[src/rtl/mem_port_arbiter.sv]
// Two-to-one memory port arbiter: the I-cache (port 0) and D-cache (port 1)
// share one downstream memory port, one transaction (request + reply) at a
// time. Round-robin between ports, or port 0 always wins when FIXED_PRIO=1.
//
// state | meaning
// IDLE  | no transaction; pick a port, register the grant
// RREQ  | granted port's read request forwarded to memory
// RRESP | waiting for the memory read reply, routed to the granted port
// WREQ  | granted port's write request forwarded to memory
// WRESP | waiting for the memory write reply, routed to the granted port
module mem_port_arbiter #(
   parameter int ADDR_WIDTH = 32,
   parameter int DATA_WIDTH = 128,
   parameter int FIXED_PRIO = 0
) (
   input  logic                      clk,
   input  logic                      rst,
   // requester 0 (I-cache side)
   input  logic                      up0_r_request_valid,
   output logic                      up0_r_request_ready,
   input  logic [ADDR_WIDTH-1:0]     up0_r_request_addr,
   output logic                      up0_r_reply_valid,
   input  logic                      up0_r_reply_ready,
   output logic [DATA_WIDTH-1:0]     up0_r_reply_data,
   output logic [1:0]                up0_r_reply_resp,
   input  logic                      up0_w_request_valid,
   output logic                      up0_w_request_ready,
   input  logic [ADDR_WIDTH-1:0]     up0_w_request_addr,
   input  logic [DATA_WIDTH-1:0]     up0_w_request_data,
   input  logic [DATA_WIDTH/8-1:0]   up0_w_request_mask,
   output logic                      up0_w_reply_valid,
   input  logic                      up0_w_reply_ready,
   output logic [1:0]                up0_w_reply_resp,
   // requester 1 (D-cache side)
   input  logic                      up1_r_request_valid,
   output logic                      up1_r_request_ready,
   input  logic [ADDR_WIDTH-1:0]     up1_r_request_addr,
   output logic                      up1_r_reply_valid,
   input  logic                      up1_r_reply_ready,
   output logic [DATA_WIDTH-1:0]     up1_r_reply_data,
   output logic [1:0]                up1_r_reply_resp,
   input  logic                      up1_w_request_valid,
   output logic                      up1_w_request_ready,
   input  logic [ADDR_WIDTH-1:0]     up1_w_request_addr,
   input  logic [DATA_WIDTH-1:0]     up1_w_request_data,
   input  logic [DATA_WIDTH/8-1:0]   up1_w_request_mask,
   output logic                      up1_w_reply_valid,
   input  logic                      up1_w_reply_ready,
   output logic [1:0]                up1_w_reply_resp,
   // shared downstream memory port
   output logic                      mem_r_request_valid,
   input  logic                      mem_r_request_ready,
   output logic [ADDR_WIDTH-1:0]     mem_r_request_addr,
   input  logic                      mem_r_reply_valid,
   output logic                      mem_r_reply_ready,
   input  logic [DATA_WIDTH-1:0]     mem_r_reply_data,
   input  logic [1:0]                mem_r_reply_resp,
   output logic                      mem_w_request_valid,
   input  logic                      mem_w_request_ready,
   output logic [ADDR_WIDTH-1:0]     mem_w_request_addr,
   output logic [DATA_WIDTH-1:0]     mem_w_request_data,
   output logic [DATA_WIDTH/8-1:0]   mem_w_request_mask,
   input  logic                      mem_w_reply_valid,
   output logic                      mem_w_reply_ready,
   input  logic [1:0]                mem_w_reply_resp
);

   typedef enum logic [2:0] {
      IDLE  = 3'd0,
      RREQ  = 3'd1,
      RRESP = 3'd2,
      WREQ  = 3'd3,
      WRESP = 3'd4
   } state_t;

   state_t state_q, state_d;
   logic   grant_q, grant_d;
   logic   last_q, last_d;

   logic                    req0, req1, pick, pick_write;
   logic                    sel_r_valid, sel_r_reply_ready;
   logic                    sel_w_valid, sel_w_reply_ready;
   logic [ADDR_WIDTH-1:0]   sel_r_addr, sel_w_addr;
   logic [DATA_WIDTH-1:0]   sel_w_data;
   logic [DATA_WIDTH/8-1:0] sel_w_mask;

   assign req0 = up0_r_request_valid | up0_w_request_valid;
   assign req1 = up1_r_request_valid | up1_w_request_valid;

   // tie goes to port 0 in fixed mode, else to the port not served last
   assign pick       = (req0 & req1) ? ((FIXED_PRIO != 0) ? 1'b0 : ~last_q) : req1;
   // a pending write (writeback) goes ahead of a read (refill) from the same port
   assign pick_write = pick ? up1_w_request_valid : up0_w_request_valid;

   assign sel_r_valid       = grant_q ? up1_r_request_valid : up0_r_request_valid;
   assign sel_r_addr        = grant_q ? up1_r_request_addr  : up0_r_request_addr;
   assign sel_r_reply_ready = grant_q ? up1_r_reply_ready   : up0_r_reply_ready;
   assign sel_w_valid       = grant_q ? up1_w_request_valid : up0_w_request_valid;
   assign sel_w_addr        = grant_q ? up1_w_request_addr  : up0_w_request_addr;
   assign sel_w_data        = grant_q ? up1_w_request_data  : up0_w_request_data;
   assign sel_w_mask        = grant_q ? up1_w_request_mask  : up0_w_request_mask;
   assign sel_w_reply_ready = grant_q ? up1_w_reply_ready   : up0_w_reply_ready;

   // state, grant and last-served registers; last=1 so port 0 wins the first tie
   always_ff @(posedge clk or posedge rst) begin
      if (rst) begin
         state_q <= IDLE;
         grant_q <= 1'b0;
         last_q  <= 1'b1;
      end else begin
         state_q <= state_d;
         grant_q <= grant_d;
         last_q  <= last_d;
      end
   end

   // next state and channel routing; everything off the active channel stays 0
   always_comb begin
      state_d             = state_q;
      grant_d             = grant_q;
      last_d              = last_q;
      up0_r_request_ready = 1'b0;
      up0_r_reply_valid   = 1'b0;
      up0_r_reply_data    = '0;
      up0_r_reply_resp    = '0;
      up0_w_request_ready = 1'b0;
      up0_w_reply_valid   = 1'b0;
      up0_w_reply_resp    = '0;
      up1_r_request_ready = 1'b0;
      up1_r_reply_valid   = 1'b0;
      up1_r_reply_data    = '0;
      up1_r_reply_resp    = '0;
      up1_w_request_ready = 1'b0;
      up1_w_reply_valid   = 1'b0;
      up1_w_reply_resp    = '0;
      mem_r_request_valid = 1'b0;
      mem_r_request_addr  = '0;
      mem_r_reply_ready   = 1'b0;
      mem_w_request_valid = 1'b0;
      mem_w_request_addr  = '0;
      mem_w_request_data  = '0;
      mem_w_request_mask  = '0;
      mem_w_reply_ready   = 1'b0;

      case (state_q)
         IDLE: begin
            if (req0 | req1) begin
               grant_d = pick;
               state_d = pick_write ? WREQ : RREQ;
            end
         end
         RREQ: begin
            mem_r_request_valid = sel_r_valid;
            mem_r_request_addr  = sel_r_valid ? sel_r_addr : '0;
            if (grant_q) up1_r_request_ready = mem_r_request_ready;
            else         up0_r_request_ready = mem_r_request_ready;
            if (sel_r_valid & mem_r_request_ready) state_d = RRESP;
         end
         RRESP: begin
            if (grant_q) begin
               up1_r_reply_valid = mem_r_reply_valid;
               up1_r_reply_data  = mem_r_reply_valid ? mem_r_reply_data : '0;
               up1_r_reply_resp  = mem_r_reply_valid ? mem_r_reply_resp : '0;
            end else begin
               up0_r_reply_valid = mem_r_reply_valid;
               up0_r_reply_data  = mem_r_reply_valid ? mem_r_reply_data : '0;
               up0_r_reply_resp  = mem_r_reply_valid ? mem_r_reply_resp : '0;
            end
            mem_r_reply_ready = sel_r_reply_ready;
            if (mem_r_reply_valid & sel_r_reply_ready) begin
               last_d  = grant_q;
               state_d = IDLE;
            end
         end
         WREQ: begin
            mem_w_request_valid = sel_w_valid;
            mem_w_request_addr  = sel_w_valid ? sel_w_addr : '0;
            mem_w_request_data  = sel_w_valid ? sel_w_data : '0;
            mem_w_request_mask  = sel_w_valid ? sel_w_mask : '0;
            if (grant_q) up1_w_request_ready = mem_w_request_ready;
            else         up0_w_request_ready = mem_w_request_ready;
            if (sel_w_valid & mem_w_request_ready) state_d = WRESP;
         end
         WRESP: begin
            if (grant_q) begin
               up1_w_reply_valid = mem_w_reply_valid;
               up1_w_reply_resp  = mem_w_reply_valid ? mem_w_reply_resp : '0;
            end else begin
               up0_w_reply_valid = mem_w_reply_valid;
               up0_w_reply_resp  = mem_w_reply_valid ? mem_w_reply_resp : '0;
            end
            mem_w_reply_ready = sel_w_reply_ready;
            if (mem_w_reply_valid & sel_w_reply_ready) begin
               last_d  = grant_q;
               state_d = IDLE;
            end
         end
         default: state_d = IDLE;
      endcase
   end

endmodule

[config.mk]
export PLATFORM = sky130hd
export DESIGN_NAME = mem_port_arbiter
export DESIGN_NICKNAME = d
export VERILOG_FILES = /design/src/rtl/mem_port_arbiter.sv
export SDC_FILE = /design/constraint.sdc
export NUM_CORES = 1
export LEC_CHECK = 0
export CORE_AREA = 2 2 410 412
export CTS_CLUSTER_DIAMETER = 100
export CTS_CLUSTER_SIZE = 8
export DETAILED_ROUTE_END_ITERATION = 7
export DIE_AREA = 0 0 412 414
export HOLD_SLACK_MARGIN = 0.03
export PLACE_DENSITY = 0.3
export SYNTH_ARGS = -nofsm -noshare
export SYNTH_HDL_FRONTEND = slang
export SYNTH_SLANG_ARGS = --single-unit
[constraint.sdc]
create_clock -name clk -period 2.5 [get_ports clk]
set_input_delay 0.5 -clock clk [delete_from_list [all_inputs] [get_ports clk]]
set_output_delay 0.5 -clock clk [all_outputs]
set_load 0.1 [all_outputs]
* Word-level counts from Yosys, hierarchy flattened
Cells that the tools add are included.
** Cells by class
- Mux-type cells :: 63
- Reduce and logical (&&, ||, !) cells :: 5
- Bitwise logic cells :: 9
- Equal/unequal tests :: 9
** Operators with widths (count)
- two-way mux 128 bit :: 8
- two-way mux 32 bit :: 6
- two-way mux 16 bit :: 3
- two-way mux 1 bit :: 28
- two-way mux 2 bit :: 11
- two-way mux 3 bit :: 5
- one-hot mux 3 bit (5 select lines) :: 1
- != test 2 bit, second input constant :: 5
- equality test 3 x 2 -> 1 bit, second input constant :: 2
- AND 1 bit :: 5
- AND reduction 5 bit :: 1
- equality test 3 x 1 -> 1 bit, second input constant :: 1
- equality test 3 bit, second input constant :: 1
- logical NOT 3 bit :: 1
- OR 1 bit :: 3
- AND reduction 3 bit :: 1
- one-hot mux 1 bit (2 select lines) :: 1
- AND reduction 2 bit :: 1
- nonzero test 2 bit :: 1
- NOT 1 bit :: 1
** Word-level totals
- Bits in registers :: 5
- Word-level logic and storage cells :: 89
- Bits of input ports :: 562
- Output and inout bits :: 484

* Longest topological paths before layout
- Depth after elaboration :: 7
- Depth in mapped cells :: 8
- Gate-level depth less buffers :: 4

* Worst setup path before layout
Ideal clock, no wire load.
- Path kind :: register to output
- Start :: reg grant_q
- End :: out up1_w_request_ready
- Stages on the path, launching flop included :: 6
- Slack :: -0.957 ns
- Data arrival time :: 2.957 ns
- Buffers on the path :: 3
- Required time :: 2.000 ns
- Cells stage by stage :: dfrtp_1 > buf_4 > inv_1 > clkbuf_1 > clkbuf_1 > nor3_1
** Between the ends
- Longest elaborated chain between the ends :: 2
** RTL lines
- from (decl) :: line 77 : logic grant_q, grant_d;
- from (signal assigned) :: line 112 : grant_q <= grant_d;
- two-way mux 1 bit :: line 180 : if (grant_q) up1_w_request_ready = mem_w_request_ready;
- two-way mux 1 bit :: line 145 : case (state_q)
- to (decl) :: line 43 : output logic up1_w_request_ready,
Every way passes these cells.

* Worst setup path in the final report
- Start :: reg state_q[0]
- End :: out up1_r_reply_data[127]
** Between the ends
- Longest elaborated chain between the ends :: 2
** RTL lines
- from (decl) :: line 76 : state_t state_q, state_d;
- from (signal assigned) :: line 111 : state_q <= state_d;
- equality test 3 x 2 -> 1 bit :: line 145
- two-way mux 128 bit :: line 145
- to (decl) :: line 40 : output logic [DATA_WIDTH-1:0] up1_r_reply_data,
Every way passes these cells.

==> summary.txt <==
Outcome -> complete, but fails checks
Failing checks -> setup timing
Worst slack, placed -> -0.414 ns
Max Fclk -> 380 MHz
CP Cell Sequence -> buf_6, nor4bb_4, buf_6, clkbuf_16, buf_4, and3_2, buf_12
Die H -> 414 um
Relative slew slack -> 0.585
WHS -> 0.530 ns
DR WL/cell -> 28.9 um
Max cap viols -> 0
Top-area cell type share of the netlist area -> 0.329
Num CTS Buffers -> 3
Largest cells by area after synthesis -> mux2i_1, and3_1, nor2_4, nor2_1, buf_12
First-pass DRT Iterations -> 4
Via Count -> 12100
Core Area -> 0.166 mm^2
Reg2reg path depth -> 13
Worst-path maximum fanout -> 8
Hold Violations, Final -> 0
Commonest cells after routing, fill and taps aside -> clkdlybuf4s50_1, buf_12, nor2_4, mux2i_1, buf_4
Worst Setup SP -> state_q[0]
Die area -> 0.171 mm^2
Yosys Warn Count -> 0
Number of global-route vias before repair -> 12500
H-tree depth -> 1
Ports -> 1046
CTS tree -> built
Vias/cell -> 2.84
Reg2reg start -> grant_q
Post-synth top area cell -> mux2i_1
Number of remaining DRC errors -> 0
Period utilization -> 1.05
Dpl hpwl -> 110000 um
Slew Limit Fails -> 0
Most common cell after layout, fill and taps aside -> clkdlybuf4s50_1
Final setup margin -> -0.132 ns
Placer Congestion -> 0.832
Min-Delay Path Class -> input port to asynchronous set/reset pin
Min cycle time layout -> 2.63 ns
CP arrival -> 2.13 ns
Largest net degree at the start of global routing -> 66
Worst path max stage delay -> 0.39 ns
Worst-path clk slew -> 0.03 ns
Startpoint Class -> flip-flop
Initial antenna violation count -> 72
Worst r2r dst -> state_q[0]
Antenna viol nets, final -> 0
Total track usage -> 0.136
Post-Route WL -> 123000 um
CTS max path bufs -> 2
Die X -> 412 um
P_leak -> 11.0 nW
Worst R2R Setup Slack -> 0.05 ns
Nets -> 2610
Least-Margin Pin Slew -> 0.622 ns
Crit path capture -> up1_r_reply_data[127]
FF+latch count, synth -> 5
Area Overhead vs Synth -> 353%
Critical path's slowest cell -> dfrtp_1
Yosys cell types -> 34
Syn_nets -> 1416
Port buffer count -> 1045
Mean Syn Cell Area -> 7.54 um^2
Cts hold-fix bufs -> 0
DP Cell Count -> 4171
Clock Skew -> 0.00108 ns
Share of layout cells above drive strength 1 -> 0.615
WP data required -> 2.00 ns
GRT overflow -> 0
Row count -> 150
Mapped cell area -> 0.00644 mm^2
Initial DRC Count -> 400
CP dominant cell by count -> buf_6
CP endpoint kind -> primary output
CTS Sinks -> 5
Skew-Pair Late Insertion Delay -> 0.23 ns
First-pass GRT wire length -> 149000 um
Syn Inst Count -> 854
Initial Util -> 0.0387
Pwr/cell area -> 884 mW/mm^2
Post-synthesis sequential area ratio -> 0.0196
Setup CP Type -> flip-flop to primary output
Max VDD drop -> 349 uV
Non-Filler Instances -> 4257
RSZ-0062 raised after global routing -> true
Clk root buf -> clkbuf_16
Final setup fails -> 330
through the flow:
| stage | power, mW | instance area, um^2 | TNS, ns | utilization |
|---|---|---|---|---|
| after floorplan | 13.0 | 7440 | -6.48 | - |
| after global placement | 23.1 | 26600 | -110.83 | 0.160 |
| after detailed placement | 23.1 | 26600 | -119.90 | 0.160 |
| after CTS | 24.8 | 27900 | -18.42 | 0.168 |
| after global routing | 26.7 | 29200 | -45.65 | 0.176 |
| final | 25.8 | 29200 | -19.77 | 0.176 |
worst min path at each step:
| stage | start | endpoint | slack, ns | cells past startpoint |
|---|---|---|---|---|
| after global routing | rst | grant_q | 0.55 | 2 |
| after CTS | last_q | last_q | 0.54 | 2 |
| after floorplan | rst | grant_q | 0.28 | 1 |
| final | rst | state_q[0] | 0.53 | 2 |
| after global placement | last_q | last_q | 0.54 | 2 |
| after detailed placement | last_q | last_q | 0.54 | 2 |
cell usage after synthesis (all sizes together):
library cell,number
buf,46
or2,1
dfstp,1
o22ai,2
or4,1
clkbuf,63
or3b,2
a22o,1
and3,265
dfrtp,4
nand2b,3
nor3,2
o22a,1
mux2i,212
a21oi,4
a21bo,1
inv,6
nor4,2
nand3,1
o2bb2ai,1
o21ai,4
nor2,219
o221ai,1
nand2,7
nor4bb,1
nor2b,2
nand4bb,1
area by class of cell:
cell class                 instances  area (um^2)
fill                           18400       137000
timing repair buffer            1298        18500
multi-input combinational        734         7700
tap                             2204         2760
sequential                         5          131
clock buffer                       4         78.8
inverter                           6         32.5
antenna                            6         15.0
cells by family after synthesis:
| kind of cell | share of synthesized area |
|---|---|
| multiplexers | 0.329 |
| AND/OR/NAND/NOR | 0.524 |
| buffers and inverters | 0.111 |
| AO/OA/AOI/OAI | 0.0151 |
| flip-flops | 0.0196 |
worst max-delay path: cells and delay by family (launching register included):
kind,cells,cell delay [ns]
flops,1,0.39
buf+inv,5,0.88
simple gates,2,0.61
sequential cells by signal (all words and copies together), names as in the netlist:
| signal | cells |
|---|---|
| grant_q | 1 |
| state_q | 3 |
| last_q | 1 |
power by group:
| part | switching [mW] | leakage (nW) | internal (mW) | total [mW] |
|---|---|---|---|---|
| clock | 0.0513 | 0.0382 | 0.211 | 0.262 |
| sequential | 0.0703 | 0.0579 | 0.133 | 0.203 |
| combinational | 15.4 | 10.9 | 9.92 | 25.3 |
| total | 15.5 | 11.0 | 10.3 | 25.8 |
per-layer routing:
metal	global-route usage	part of all wire
met5	0	0.0025
met4	0.0118	0.013
met3	0.0445	0.079
met2	0.262	0.54
met1	0.145	0.36
timing repair:
action / 4_1_cts / 5_1_grt
gates cloned: 9 / 19
setup endpoints to repair: 471 / 454
pin swaps: 48 / 117
hold endpoints to repair: 0 / 0
buffers inserted: 38 / 18
resized for setup: 163 / 178
Power figures use the tool's default switching activity.
